===== config.mk =====
export PLATFORM = sky130hd
export DESIGN_NAME = effect_scheduler
export DESIGN_NICKNAME = d
export VERILOG_FILES = /design/src/rtl/effect_scheduler_pkg.sv /design/src/rtl/effect_scheduler_sw_debounce.sv /design/src/rtl/effect_scheduler.sv
export SDC_FILE = /design/constraint.sdc
export NUM_CORES = 1
export LEC_CHECK = 0
export CORE_MARGIN = 5
export CORE_UTILIZATION = 40
export CTS_CLUSTER_DIAMETER = 40
export CTS_CLUSTER_SIZE = 8
export DETAILED_ROUTE_END_ITERATION = 12
export PLACE_DENSITY = 0.68
export SYNTH_ARGS = -nofsm -noshare
export SYNTH_HDL_FRONTEND = slang
export SYNTH_SLANG_ARGS = --single-unit

===== constraint.sdc =====
create_clock -name clk -period 6.5 [get_ports clk]
set_clock_uncertainty 0.05 [all_clocks]
set_input_delay 1.95 -clock clk [delete_from_list [all_inputs] [get_ports clk]]
set_output_delay 1.95 -clock clk [all_outputs]
set_load 0.02 [all_outputs]

===== src/rtl/effect_scheduler_pkg.sv =====
// Shared types and constants for the effect scheduler.
//   state_t : frame controller states (IDLE, REQ_L, RSP_L, REQ_R, RSP_R)
//   CH_L/CH_R : engine channel tags (0 = left, 1 = right)
//   chan_of : channel handled by a given state
package effect_scheduler_pkg;

  typedef enum logic [2:0] {
    IDLE  = 3'd0,
    REQ_L = 3'd1,
    RSP_L = 3'd2,
    REQ_R = 3'd3,
    RSP_R = 3'd4
  } state_t;

  localparam logic CH_L = 1'b0;
  localparam logic CH_R = 1'b1;

  function automatic logic chan_of(input state_t s);
    return ((s == REQ_R) || (s == RSP_R)) ? CH_R : CH_L;
  endfunction

endpackage


===== src/rtl/effect_scheduler_sw_debounce.sv =====
// Single-bit stability filter for an already synchronised switch input.
// The output follows the input only after the input has held a value
// different from the current output for DB_CYC consecutive clocks.
// Ports:
//   i_clk   clock
//   i_rst_n asynchronous active-low reset (output resets to 0)
//   i_bit   synchronised raw switch bit
//   o_bit   debounced switch bit
module effect_scheduler_sw_debounce #(
  parameter int unsigned DB_CYC = 16
) (
  input  logic i_clk,
  input  logic i_rst_n,
  input  logic i_bit,
  output logic o_bit
);

  localparam int unsigned CW = $clog2(DB_CYC + 1);

  logic [CW-1:0] r_cnt;
  logic          r_stable;

  always_ff @(posedge i_clk or negedge i_rst_n) begin
    if (!i_rst_n) begin
      r_cnt    <= '0;
      r_stable <= 1'b0;
    end else if (i_bit == r_stable) begin
      r_cnt <= '0;
    end else if (r_cnt == CW'(DB_CYC - 1)) begin
      r_stable <= i_bit;
      r_cnt    <= '0;
    end else begin
      r_cnt <= r_cnt + 1'b1;
    end
  end

  assign o_bit = r_stable;

endmodule


===== src/rtl/effect_scheduler.sv =====
// Frame-level controller for the shared effect engine. On each rising edge
// of the synchronised LRCK it captures one stereo frame plus the switch
// configuration, sends L then R through the engine with a valid/ready
// handshake, and presents both results together with a one-cycle
// frame_done pulse. An engine that stays silent for TIMEOUT cycles is
// bypassed with the dry sample.
// Build option: define SW_DEBOUNCE_EN to add a DB_CYC stability filter on
// every switch bit after its 2-flop synchroniser.
// Ports:
//   clk, reset_n              MCLK and asynchronous active-low reset
//   lrck                      LR clock (asynchronous, synchronised here)
//   data_l_in, data_r_in      decoded samples
//   sw_in                     raw effect-enable switches
//   eng_valid/ready/data/chan/cfg   request side of the engine
//   res_valid, res_data       result side of the engine
//   data_l_out, data_r_out    processed samples, held between frames
//   frame_done                pulse when the outputs update
//   busy                      controller not idle
//   overrun, timeout_err      sticky error flags, cleared by err_clr
module effect_scheduler
  import effect_scheduler_pkg::*;
#(
  parameter int unsigned RES     = 32,
  parameter int unsigned NCFG    = 10,
  parameter int unsigned TIMEOUT = 64,
  parameter int unsigned DB_CYC  = 16
) (
  input  logic            clk,
  input  logic            reset_n,
  input  logic            lrck,
  input  logic [RES-1:0]  data_l_in,
  input  logic [RES-1:0]  data_r_in,
  input  logic [NCFG-1:0] sw_in,
  output logic            eng_valid,
  input  logic            eng_ready,
  output logic [RES-1:0]  eng_data,
  output logic            eng_chan,
  output logic [NCFG-1:0] eng_cfg,
  input  logic            res_valid,
  input  logic [RES-1:0]  res_data,
  output logic [RES-1:0]  data_l_out,
  output logic [RES-1:0]  data_r_out,
  output logic            frame_done,
  output logic            busy,
  output logic            overrun,
  output logic            timeout_err,
  input  logic            err_clr
);

  localparam int unsigned TW = $clog2(TIMEOUT + 1);

  // LRCK synchroniser and rising-edge detect
  logic r_lrck_s1, r_lrck_s2, r_lrck_d;
  logic w_frame_edge;

  always_ff @(posedge clk or negedge reset_n) begin
    if (!reset_n) begin
      r_lrck_s1 <= 1'b0;
      r_lrck_s2 <= 1'b0;
      r_lrck_d  <= 1'b0;
    end else begin
      r_lrck_s1 <= lrck;
      r_lrck_s2 <= r_lrck_s1;
      r_lrck_d  <= r_lrck_s2;
    end
  end

  assign w_frame_edge = r_lrck_s2 & ~r_lrck_d;

  // Switch synchroniser, optionally followed by a debounce filter
  logic [NCFG-1:0] r_sw_s1, r_sw_s2;
  logic [NCFG-1:0] w_sw;

  always_ff @(posedge clk or negedge reset_n) begin
    if (!reset_n) begin
      r_sw_s1 <= '0;
      r_sw_s2 <= '0;
    end else begin
      r_sw_s1 <= sw_in;
      r_sw_s2 <= r_sw_s1;
    end
  end

`ifdef SW_DEBOUNCE_EN
  for (genvar gi = 0; gi < NCFG; gi++) begin : g_db
    effect_scheduler_sw_debounce #(
      .DB_CYC (DB_CYC)
    ) u_db (
      .i_clk   (clk),
      .i_rst_n (reset_n),
      .i_bit   (r_sw_s2[gi]),
      .o_bit   (w_sw[gi])
    );
  end
`else
  assign w_sw = r_sw_s2;
  // DB_CYC has no effect without the debounce filter.
  if (DB_CYC > 0) begin : g_db_unused
  end
`endif

  // Frame controller
  state_t          r_state, w_state_nxt;
  logic [RES-1:0]  r_cap_l, r_cap_r, r_res_l;
  logic [RES-1:0]  r_out_l, r_out_r;
  logic [NCFG-1:0] r_cfg;
  logic [TW-1:0]   r_tcnt;
  logic            r_done, r_ovr, r_terr;

  logic w_capture, w_take_l, w_finish, w_tmo, w_tmo_hit, w_tcnt_clr;

  assign w_tmo = (r_tcnt == TW'(TIMEOUT - 1));

  // A timeout in REQ_* or RSP_* stands in for the missing result; a
  // handshake or a real result on the same cycle takes precedence.
  always_comb begin
    w_state_nxt = r_state;
    w_capture   = 1'b0;
    w_take_l    = 1'b0;
    w_finish    = 1'b0;
    w_tmo_hit   = 1'b0;
    w_tcnt_clr  = 1'b0;
    case (r_state)
      IDLE: begin
        if (w_frame_edge) begin
          w_capture   = 1'b1;
          w_tcnt_clr  = 1'b1;
          w_state_nxt = REQ_L;
        end
      end
      REQ_L: begin
        if (eng_ready) begin
          w_state_nxt = RSP_L;
        end else if (w_tmo) begin
          w_tmo_hit   = 1'b1;
          w_take_l    = 1'b1;
          w_tcnt_clr  = 1'b1;
          w_state_nxt = REQ_R;
        end
      end
      RSP_L: begin
        if (res_valid || w_tmo) begin
          w_tmo_hit   = ~res_valid;
          w_take_l    = 1'b1;
          w_tcnt_clr  = 1'b1;
          w_state_nxt = REQ_R;
        end
      end
      REQ_R: begin
        if (eng_ready) begin
          w_state_nxt = RSP_R;
        end else if (w_tmo) begin
          w_tmo_hit   = 1'b1;
          w_finish    = 1'b1;
          w_tcnt_clr  = 1'b1;
          w_state_nxt = IDLE;
        end
      end
      RSP_R: begin
        if (res_valid || w_tmo) begin
          w_tmo_hit   = ~res_valid;
          w_finish    = 1'b1;
          w_tcnt_clr  = 1'b1;
          w_state_nxt = IDLE;
        end
      end
      default: w_state_nxt = IDLE;
    endcase
  end

  always_ff @(posedge clk or negedge reset_n) begin
    if (!reset_n) begin
      r_state <= IDLE;
    end else begin
      r_state <= w_state_nxt;
    end
  end

  always_ff @(posedge clk or negedge reset_n) begin
    if (!reset_n) begin
      r_tcnt <= '0;
    end else if (w_tcnt_clr) begin
      r_tcnt <= '0;
    end else if (r_state != IDLE) begin
      r_tcnt <= r_tcnt + 1'b1;
    end
  end

  always_ff @(posedge clk or negedge reset_n) begin
    if (!reset_n) begin
      r_cap_l <= '0;
      r_cap_r <= '0;
      r_cfg   <= '0;
      r_res_l <= '0;
      r_out_l <= '0;
      r_out_r <= '0;
      r_done  <= 1'b0;
    end else begin
      r_done <= w_finish;
      if (w_capture) begin
        r_cap_l <= data_l_in;
        r_cap_r <= data_r_in;
        r_cfg   <= w_sw;
      end
      if (w_take_l) begin
        r_res_l <= w_tmo_hit ? r_cap_l : res_data;
      end
      if (w_finish) begin
        r_out_l <= r_res_l;
        r_out_r <= w_tmo_hit ? r_cap_r : res_data;
      end
    end
  end

  // Sticky flags: a new set event wins over err_clr on the same cycle.
  always_ff @(posedge clk or negedge reset_n) begin
    if (!reset_n) begin
      r_ovr  <= 1'b0;
      r_terr <= 1'b0;
    end else begin
      if (w_frame_edge && (r_state != IDLE)) r_ovr <= 1'b1;
      else if (err_clr)                      r_ovr <= 1'b0;
      if (w_tmo_hit)                         r_terr <= 1'b1;
      else if (err_clr)                      r_terr <= 1'b0;
    end
  end

  assign eng_valid   = (r_state == REQ_L) || (r_state == REQ_R);
  assign eng_chan    = chan_of(r_state);
  assign eng_data    = (chan_of(r_state) == CH_R) ? r_cap_r : r_cap_l;
  assign eng_cfg     = r_cfg;
  assign busy        = (r_state != IDLE);
  assign data_l_out  = r_out_l;
  assign data_r_out  = r_out_r;
  assign frame_done  = r_done;
  assign overrun     = r_ovr;
  assign timeout_err = r_terr;

endmodule


# Word-level counts from Yosys, hierarchy flattened
# Index checks and enable logic that the tools add are counted.
classes:
  muxes: 27
  n_eq_ne: 10
  addsub: 1
  reduce_logical: 12
  n_bitwise: 3
op_table:
  columns: ["op", "count"]
  rows:
  - ["2-to-1 mux 32 bit", 3]
  - ["2-to-1 mux 3 bit", 7]
  - ["case mux 3 bit (5 select lines)", 1]
  - ["2-to-1 mux 7 bit", 2]
  - ["2-to-1 mux 1 bit", 10]
  - ["adder 7 x 1 -> 7 bit, second input constant", 1]
  - ["== test 7 x 6 -> 1 bit, second input constant", 1]
  - ["== test 3 x 2 -> 1 bit, second input constant", 2]
  - ["!= test 2 bit, second input constant", 3]
  - ["!= test 3 bit, second input constant", 2]
  - ["case mux 1 bit (2 select lines)", 3]
  - ["nonzero test 2 bit", 3]
  - ["AND reduction 5 bit", 1]
  - ["OR reduction 2 bit", 2]
  - ["== test 3 x 1 -> 1 bit, second input constant", 1]
  - ["== test 3 bit, second input constant", 1]
  - ["logical NOT 3 bit", 1]
  - ["logical OR 1 bit", 3]
  - ["case mux 1 bit (3 select lines)", 1]
  - ["nonzero test 3 bit", 1]
  - ["inverter 1 bit", 2]
  - ["bitwise AND 1 bit", 1]
  - ["logical AND 1 bit", 1]
word_totals:
  out_inout_bits: 112
  inputBits: 112
  regBits: 206

# Longest topological paths before layout
logic_depth:
  depth_word: 5
  mapped_depth: 9

# Worst setup path after synthesis
# No wires, ideal clock.
synth_timing:
  path_kind: "register to output"
  start: "register r_state[0]"
  end: "output port eng_data[10]"
  arrival_time_ns: 1.804
  path_stages_with_launch: 8
  path_slack_ns: 2.696
  cell_sequence: "dfrtp_1 -> buf_2 -> and2b_1 -> nand2_1 -> and2_1 -> clkbuf_1 -> buf_2 -> mux2_2"
synth_via:
  elab_chain_len: 4
synth_rtl:
  columns: ["item", "line_no", "rtl"]
  rows:
  - ["start, declared", "effect_scheduler.sv:103", "state_t r_state, w_state_nxt;"]
  - ["start signal, assigned", "effect_scheduler.sv:175", "r_state <= w_state_nxt;"]
  - ["== test 3 x 2 -> 1 bit or == test 3 bit (tied branches)", "effect_scheduler_pkg.sv:19", "return ((s == REQ_R) || (s == RSP_R)) ? CH_R : CH_L;"]
  - ["logical OR 1 bit (*)", "effect_scheduler_pkg.sv:19", null]
  - ["2-to-1 mux 1 bit (*)", "effect_scheduler_pkg.sv:19", null]
  - ["2-to-1 mux 32 bit (*)", "effect_scheduler.sv:230", "assign eng_data = (chan_of(r_state) == CH_R) ? r_cap_r : r_cap_l;"]
  - ["end, declared", "effect_scheduler.sv:36", "output logic [RES-1:0] eng_data,"]
# Every way passes the cells marked *; elsewhere a longest branch is shown, timed or not.

# Final worst setup path
layout_timing:
  start: "register r_state[2]"
  end: "output port eng_data[1]"
# Same word-level chain as after synthesis.

==> impl_metrics.yaml <==
setup_path:
  critPathArrivalTime_ns: 3.22
  r2r_end: "data_r_out[15]"
  r2r_setup_slack_ns: 3.63
  worstSetupStartpointType: "flop"
  crit_required_ns: 4.50
  r2r_cells: 5
  critPathLaunch: "r_state[2]"
  path_max_fanout: 33
  path_class: "reg -> out"
  r2r_start: "r_state[0]"
  setup.worst_path.end_class: "output pin"
cells_and_area:
  drive_gt1_frac: 0.242
  layout.cells.non_filler: 1131
  nets: 947
  post-route-cell-area_um2: 12200
  num_antenna_cells: 0
  syn_to_final_growth_pct: 40.0
  fillers: 1748
routing:
  vias: 5620
  vias_per_cell: 4.97
  drc: 0
  dr.first_iter.drc_count: 244
  antenna_left: 0
  first_pass_iters: 4
  post_drt_wl_per_cell_um: 18.7
  routed_wl_um: 21200
timing:
  fin_crit_ns: 5.22
  slew_violations: 0
  rsz0062_at_grt: "false"
  fin_ws_ns: 1.28
  relSlewSlack: 0.250
  fmax_ghz: 0.192
  setup_violations: 0
  finalHoldViolCount: 0
  setup-tns-final_ns: 0
  tightest_slew_ns: 1.13
  fin_crit_sh: 0.803
logic_synthesis:
  syn_area_um2: 8700
  synth.avg_cell_area_um2: 14.4
  ys_seq_area_frac: 0.593
  netlist_instances: 604
  synth_top_cell_by_area: "dfrtp_1"
  synth.distinct_cells: 37
  ys_top_cells_by_area: "dfrtp_1 59%, mux2_2 19%, mux2_1 7.6%"
  ys_seq_elements: 206
  synth.top_cell.area_share: 0.593
  yosys_warnings: 0
  postSynthNetCount: 717
hold_path:
  hold-path-cell-count: 0
  min_to: "r_sw_s2[9]"
  min_from: "r_sw_s1[9]"
  hold_class: "reg -> reg"
place:
  gp_congestion: 0.787
  io_buffers: 223
  dp_slack_ns: 1.71
  dpl_cell_area_um2: 11100
  dp_cells: 1076
  dp_hpwl_um: 14100
clock_tree:
  cts_setup_buffers: 0
  cts-root-buf: "clkbuf_16"
  insertion_delay_ns: 0.48
  cts_tree: "yes"
  cts_resized: 0
  cts_max_level: 2
  clkTransAtPathRegs_ns: 0.05
  clockBufferDepth: 3
  cts.sinks: 206
  cts_buffers: 36
  holdBufCountCts: 0
die:
  placementRows: 54
  initial_core_util: 0.402
  dieArea_um2: 24800
  core_um2: 21600
  io_pins: 224
  dieHeight_um: 157
  die_w_um: 157
power:
  p_per_area_nw_per_um2: 523
  leakagePower_uw: 0.00509
  ir_worst_vdd_uv: 369
global_routing:
  antenna_found_initial: 0
  grt_pass1_vias: 6361
  grt_overflow: 0
  grt_max_degree: 128
  grt_pass1_wl_um: 33900
  grt.total_usage: 0.171
outcome:
  status: "finished clean"
run:
  maxCapViolCount: 0
registers in the layout, summed over array words and instances (netlist names):
register,flops
frame_done,1
r_lrck_s2,1
r_sw_s2,10
r_tcnt,7
eng_cfg,10
r_lrck_d,1
data_l_out,32
r_sw_s1,10
data_r_out,32
r_cap_r,32
r_res_l,32
timeout_err,1
overrun,1
r_cap_l,32
r_lrck_s1,1
r_state,3
metal layers:
layer / wire length [um] / vias up / global-route usage / share of wire
met2: 10400 / 183 / 0.289 / 0.49
met3: 1440 / 37 / 0.0498 / 0.068
met4: 414 / 0 / 0.0459 / 0.020
li1: - / 2600 / - / -
met5: 0 / - / 0 / 0
met1: 8880 / 2800 / 0.216 / 0.42
where the power goes:
part | switching, uW | internal [uW] | leakage [uW]
clock | 565 | 1140 | 0.000532
combinational | 1160 | 1300 | 0.00211
sequential | 354 | 1840 | 0.00245
final cells by class:
class,instances,area (um2),share of cell area
flip-flops and latches,206,5150,0.423
multi-input cells,356,3260,0.268
repair buffers,227,2280,0.187
clock buffers,50,1040,0.0858
well taps,280,350,0.0288
clock inverters,5,57.6,0.00473
inverters,7,26.3,0.00216
cell usage after synthesis:
cell and number:
dfrtp_1 206, mux2_2 143, mux2_1 59, nor2_1 43, a21oi_1 35, mux2i_1 32
buf_2 11, clkbuf_1 11, buf_6 8, inv_1 6, nand2_1 6, buf_12 4
nand3_1 4, o21ai_0 4, xnor2_1 4, xor2_1 3, and3_1 2, nand4_1 2
nor2b_1 2, o32ai_1 2, a21o_1 1, a22o_1 1, a31oi_1 1, and2_1 1
and2_4 1, and2b_1 1, and4_4 1, buf_4 1, ha_1 1, inv_2 1
nor3_1 1, nor3b_1 1, o2111ai_1 1, o22a_1 1, o31ai_2 1, o32a_1 1
or3b_4 1
cell usage in the layout (no fill, tap or decap), types with 2 or more instances in the layout:
cell and instances:
clkbuf_16 37, nand4_1 2, xor2_1 3, clkbuf_1 6, xnor2_1 4, o21ai_0 4, a21oi_1 34, dfrtp_1 206
clkinvlp_4 3, nor2_1 43, mux2_2 143, clkdlybuf4s50_1 222, inv_1 6, clkbuf_8 8, nor2b_1 2, and3_1 2
nand2_1 5, mux2i_1 32, nand3_1 4, mux2_1 59, buf_4 3, o32ai_1 2
critical path, stage by stage (launching register included):
cell,delay [ns]
dfrtp_1,0.52
and2b_1,0.24
nand2_1,0.11
and2_2,0.85
mux2_2,0.44
clkdlybuf4s50_1,0.56
metrics by stage:
stage | power (uW) | util | hold slack, ns
after floorplan | 3510 | - | 0.281
after global placement | 4610 | 0.512 | 0.283
after detailed placement | 4700 | 0.512 | 0.286
after CTS | 6450 | 0.563 | 0.295
after global routing | 6720 | 0.563 | 0.299
final | 6360 | 0.563 | 0.296
worst max path at each step:
stage	slack [ns]	to
floorplan	2.70	eng_data[10]
global placement	1.77	data_r_out[16]
detailed placement	1.71	data_r_out[16]
CTS	1.25	eng_data[1]
global route	1.12	eng_data[1]
finish	1.28	eng_data[1]
kinds of logic (layout without fill, tap and decap cells):
family	Yosys count	count (layout)	synth area share
adders and majority gates	1	1	0.00144
buffers and inverters	42	289	0.0345
muxes	234	234	0.298
and+or+nand+nor	66	66	0.0344
xor gates and xnor gates	7	7	0.00705
AOI/OAI and AO/OA	48	48	0.0316
DFF	206	206	0.593
Power figures use the tool's default switching activity.
